==> src/rtl/leaky_relu_fwd_mask_buffer.sv <==
// Forward leaky ReLU lane with an in-order pre-activation FIFO for the backward pass.
// Define LR_FWD_SAT_EN to saturate the scaled negative path instead of wrapping it.
module leaky_relu_fwd_mask_buffer #(
  parameter int DATA_W = 16,
  parameter int FRAC_W = 8,
  parameter int DEPTH  = 64
) (
  input  logic                       clk,
  input  logic                       rst,
  input  logic                       lr_valid_in,
  input  logic [DATA_W-1:0]          lr_data_in,
  input  logic [DATA_W-1:0]          lr_leak_factor_in,
  output logic                       lr_ready_out,
  output logic                       lr_valid_out,
  output logic [DATA_W-1:0]          lr_data_out,
  input  logic                       flush_in,
  input  logic                       mask_pop_in,
  output logic                       mask_valid_out,
  output logic [DATA_W-1:0]          mask_pre_out,
  output logic [$clog2(DEPTH):0]     mask_count_out,
  output logic                       overflow_out
);

  localparam int PW = $clog2(DEPTH);
  localparam int CW = PW + 1;

  logic [DATA_W-1:0]          mem [DEPTH];
  logic [PW-1:0]              wr_ptr;
  logic [PW-1:0]              rd_ptr;
  logic [CW-1:0]              count;
  logic                       accept;
  logic                       pop;
  logic signed [2*DATA_W-1:0] prod;
  logic signed [2*DATA_W-1:0] shifted;
  logic [DATA_W-1:0]          scaled;
  logic [DATA_W-1:0]          act;

`ifdef LR_FWD_SAT_EN
  localparam logic signed [2*DATA_W-1:0] SAT_MAX = {{(DATA_W+1){1'b0}}, {(DATA_W-1){1'b1}}};
  localparam logic signed [2*DATA_W-1:0] SAT_MIN = {{(DATA_W+1){1'b1}}, {(DATA_W-1){1'b0}}};
`endif

  assign lr_ready_out   = !rst && !flush_in && (count < CW'(DEPTH));
  assign accept         = lr_valid_in && lr_ready_out;
  assign pop            = mask_pop_in && (count != '0) && !flush_in;
  assign mask_valid_out = (count != '0);
  assign mask_pre_out   = (count != '0) ? mem[rd_ptr] : '0;
  assign mask_count_out = count;

  // Negative inputs take the leak path; the shift floors toward -inf.
  always_comb begin
    prod    = $signed(lr_data_in) * $signed(lr_leak_factor_in);
    shifted = prod >>> FRAC_W;
`ifdef LR_FWD_SAT_EN
    if (shifted > SAT_MAX)
      scaled = SAT_MAX[DATA_W-1:0];
    else if (shifted < SAT_MIN)
      scaled = SAT_MIN[DATA_W-1:0];
    else
      scaled = shifted[DATA_W-1:0];
`else
    scaled = shifted[DATA_W-1:0];
`endif
    act = lr_data_in[DATA_W-1] ? scaled : lr_data_in;
  end

  always_ff @(posedge clk or posedge rst) begin
    if (rst) begin
      lr_valid_out <= 1'b0;
      lr_data_out  <= '0;
    end else begin
      lr_valid_out <= accept;
      lr_data_out  <= accept ? act : '0;
    end
  end

  always_ff @(posedge clk) begin
    if (accept)
      mem[wr_ptr] <= lr_data_in;
  end

  // Flush wins over push/pop and also clears the sticky overflow flag.
  always_ff @(posedge clk or posedge rst) begin
    if (rst) begin
      wr_ptr       <= '0;
      rd_ptr       <= '0;
      count        <= '0;
      overflow_out <= 1'b0;
    end else if (flush_in) begin
      wr_ptr       <= '0;
      rd_ptr       <= '0;
      count        <= '0;
      overflow_out <= 1'b0;
    end else begin
      if (accept)
        wr_ptr <= wr_ptr + 1'b1;
      if (pop)
        rd_ptr <= rd_ptr + 1'b1;
      case ({accept, pop})
        2'b10:   count <= count + CW'(1);
        2'b01:   count <= count - CW'(1);
        default: count <= count;
      endcase
      if (lr_valid_in && !lr_ready_out)
        overflow_out <= 1'b1;
    end
  end

endmodule
==> config.mk <==
export PLATFORM = sky130hd
export DESIGN_NAME = leaky_relu_fwd_mask_buffer
export DESIGN_NICKNAME = d
export VERILOG_FILES = /design/src/rtl/leaky_relu_fwd_mask_buffer.sv
export SDC_FILE = /design/constraint.sdc
export NUM_CORES = 2
export LEC_CHECK = 0
export ABC_AREA = 1
export BUFFER_PORTS_ARGS = -buffer_cell sky130_fd_sc_hd__buf_2
export CAP_MARGIN = 20
export CORE_MARGIN = 3
export CORE_UTILIZATION = 35
export DETAILED_ROUTE_END_ITERATION = 16
export RECOVER_POWER = 50
export SLEW_MARGIN = 20
export SYNTH_ARGS = -nofsm -noshare
export SYNTH_HDL_FRONTEND = slang
export SYNTH_SLANG_ARGS = --single-unit
==> constraint.sdc <==
create_clock -name clk -period 2.9 [get_ports clk]
set_input_delay 0.145 -clock clk [delete_from_list [all_inputs] [get_ports clk]]
set_output_delay 0.145 -clock clk [all_outputs]
set_load 0.005 [all_outputs]
==> reports/results.txt <==
status: complete, but fails checks
failing checks: max-capacitance violations, max-slew violations, negative setup slack
PnR worst setup slack: -1.48 ns
vias in the first global route: 34900
routability cong.: 0.854
count leader, synth: edfxtp_1
asr flop ratio synth: 3.49%
Seq/Total Area, Yosys: 62.8%
first-pass GRT wire length: 237 mm
Worst Hold Path EP: lr_data_out[14]
Finished Cell Area: 63900 um2
placed inst area: 55400 um2
compound-cell area share of the yosys netlist: 10.5%
Remaining Overflow, GRT: 0
final critical-path required period: 4.38 ns
Vias: 36600
# rows: 138
RSZ-0062 raised after global routing: yes
Max-slew headroom: -104%
TritonCTS clock tree: yes
Worst-Margin Slew: 3.06 ns
1st-pass router iterations: 6
number of synthesized register bits: 1061
port bufs: 79
YS warnings: 0
CP Max Fanout: 8
CTS Buf Count: 109
Hold Path Depth: 6
element type at the critical path end: flop
Register-to-Register Path Depth: 9
largest stage delay on the critical path: 0.59 ns
RR Endpoint: mem[15][9]
root buffer cell: clkbuf_16
Clk pwr share: 19.9%
Post-Syn Area: 50400 um2
boundary pin count: 80
Post-synth EDFFs: 1024
vias per cell: 5.34
final non-filler cell total: 6848
area grow syn2layout: 26.7%
most common flop cell mapped by yosys: edfxtp_1
Gate power share: 55.0%
die width: 385 um
internal power: 41.0 mW
Slowest-stage cell, CP: fa_2
Hold Vio Cnt, Final: 0
WP data arrival: 5.03 ns
startpoint types: input pin
FMAX: 228 MHz
Max IR drop VDD: 1900 uV
TNS Setup: -25.82 ns
Tightest Hold Check Type: in -> reg
core area: 142000 um2
post-DR wirelength/cell: 24.2 um
reg2reg setup slack: 0.20 ns
CP top delay family: adder cells
H-tree Lvls: 3
worst slack, placed: -2.31 ns
share of layout cells above drive strength 1: 22.1%
max-cap violations: 5
HPWL after DPL: 95.6 mm
Pins Over Slew Limit: 239
initial DRC count: 4219
Setup Skew: 0.0534 ns
initial core utilization: 35.4%
HP Start: lr_data_in[14]
Flop pwr share: 25.0%
switching pwr: 27.5 mW
main combinational cell family by area after synthesis: simple AND/OR/NAND/NOR gates
syn_area_per_cell: 11.4 um2
pin count of the biggest net entering global routing: 72
Buf/Inv on CP: 7
TritonCTS Sinks: 1061
# DRC: 0
Pleak: 24.1 nW
syn_nets: 4736
setup violators final: 32
initial antenna violation count: 8
Post-Synth XOR/XNOR Area: 0.226%
Yosys top cell by area: edfxtp_1
Die Height: 385 um
post-route ant nets: 0
crit path kind: in -> reg
post-synth top area share: 61.0%
synth top area cells: edfxtp_1, fa_1, nor2_1
mux contribution to synthesized area: 0%
WL final: 166 mm
Nets: 5162
most frequent cells after synthesis: edfxtp_1, nor2_1, nand2_1
Synth Area in Simple Gates: 11.3%
CP Cell Sequence: buf_16, buf_12, buf_4, nand2_1, fa_1, inv_1, fa_1, fa_2, fa_2, fa_1, inv_1, fa_1, inv_1, ha_4, nand2_8, nor4_4, nand4_1, nand4_1, nand3_1, nand2_1, inv_1
DIE AREA: 149000 um2
Clock transition at path regs: 0.06 ns
Pwr Density: 1070 nW/um2
Synth Instances: 4435
Yosys cell types: 39
FF-to-FF Start: mask_count_out[6]
clock latency on the worst-skew pair: 0.75 ns
Adder-Cell Fraction of Synth Area: 9.34%
CTS Buffer Depth: 3
WP data required: 3.55 ns
Cells after DPL: 6461
Finished Core Util: 44.9%
Sw Ratio: 40.1%
period utilization: 151%
GRT Overall Usage: 21.5%
## sequential cells by signal (all words and copies together), names as in the netlist
name and count:
mask_count_out 7, lr_data_out 16, lr_valid_out 1, wr_ptr 6, mem 1024, rd_ptr 6, overflow_out 1
## logic make-up (layout without fill, tap and decap cells)
group                    count (synthesis)  count (layout)
adder cells (fa/ha/maj)                264             264
flip-flops                            1061            1061
XOR/XNOR                                13              13
buffers and inverters                  711            1228
AND/OR/NAND/NOR                       1443            1443
AO/OA/AOI/OAI                          943             943
other                                    0               6
## timing repair
item / 4_1_cts / 5_1_grt
hold endpoints to repair: 168 / 0
hold buffers: 24 / 0
pin swaps: 173 / 192
cloned: 37 / 20
setup endpoints to repair: 32 / 39
setup buffers: 71 / 40
gates resized for setup: 407 / 276
## final cells by class
cell class                      count  area [um2]
Fill cell                       12800       78400
Inverter                          444        1720
Clock inverter                     60         606
Timing Repair inverter              2        32.5
Clock buffer                      142        2850
Multi-Input combinational cell   2663       17900
Tap cell                         1890        2360
Antenna cell                        6        15.0
Timing Repair Buffer              580        6730
Sequential cell                  1061       31700
## cells in the final DEF (no fill, tap or decap), types with 64 or more instances in the layout
master / synthesis / routed
clkbuf_16: 0 / 128
nor2_1: 747 / 691
buf_12: 0 / 64
edfxtp_1: 1024 / 1024
o21ai_1: 107 / 151
o211ai_1: 128 / 128
o21ai_0: 441 / 371
nand3_2: 0 / 65
nand3_1: 176 / 90
inv_1: 439 / 394
buf_4: 11 / 292
o22ai_1: 85 / 80
fa_1: 187 / 168
a21oi_1: 123 / 73
nand2_1: 495 / 443
## worst max path at each step
stage,slack (ns),cells after the start,startpoint,to
after floorplan,-1.86,22,lr_leak_factor_in[4],lr_data_out[13]
after global placement,-2.33,22,lr_data_in[8],lr_data_out[11]
after detailed placement,-2.31,19,lr_data_in[8],lr_data_out[12]
after CTS,-1.39,22,lr_data_in[6],lr_data_out[13]
after global routing,-1.61,21,lr_data_in[5],lr_data_out[12]
final,-1.48,21,lr_data_in[5],lr_data_out[12]
## metal layers
layer | vias up | global-route usage, % | share of wire (%) | wire, um
li1 | 16200 | - | - | -
met1 | 18300 | 29.8 | 41 | 67600
met2 | 1792 | 33.9 | 46 | 76300
met3 | 285 | 4.36 | 9.6 | 16000
met4 | 4 | 7.25 | 3.6 | 6060
met5 | - | 0 | 0.016 | 27
## worst min-delay path, cell delays in order
cell and delay (ns):
buf_6 0.13, buf_4 0.15, nor2_1 0.08, nor2_1 0.07
o21ai_1 0.07, inv_1 0.04
## power groups by stage
stage	Combinational, mW	Sequential (mW)	Clock (mW)
6_report	37.7	17.1	13.6
5_1_grt	41.0	17.2	14.4
4_1_cts	34.7	17.1	13.8
3_5_place_dp	29.5	17.5	0
3_3_place_gp	29.4	17.5	0
2_1_floorplan	19.8	17.4	0
## per-stage QoR
stage | total power, mW | hold WS [ns]
6_report | 68.4 | 0.00328
5_1_grt | 72.6 | 0.0166
4_1_cts | 65.6 | -0.00508
3_5_place_dp | 46.9 | 0.354
3_3_place_gp | 46.9 | 0.343
2_1_floorplan | 37.2 | 0.109
Note: power is estimated with default switching activity, not from simulation.
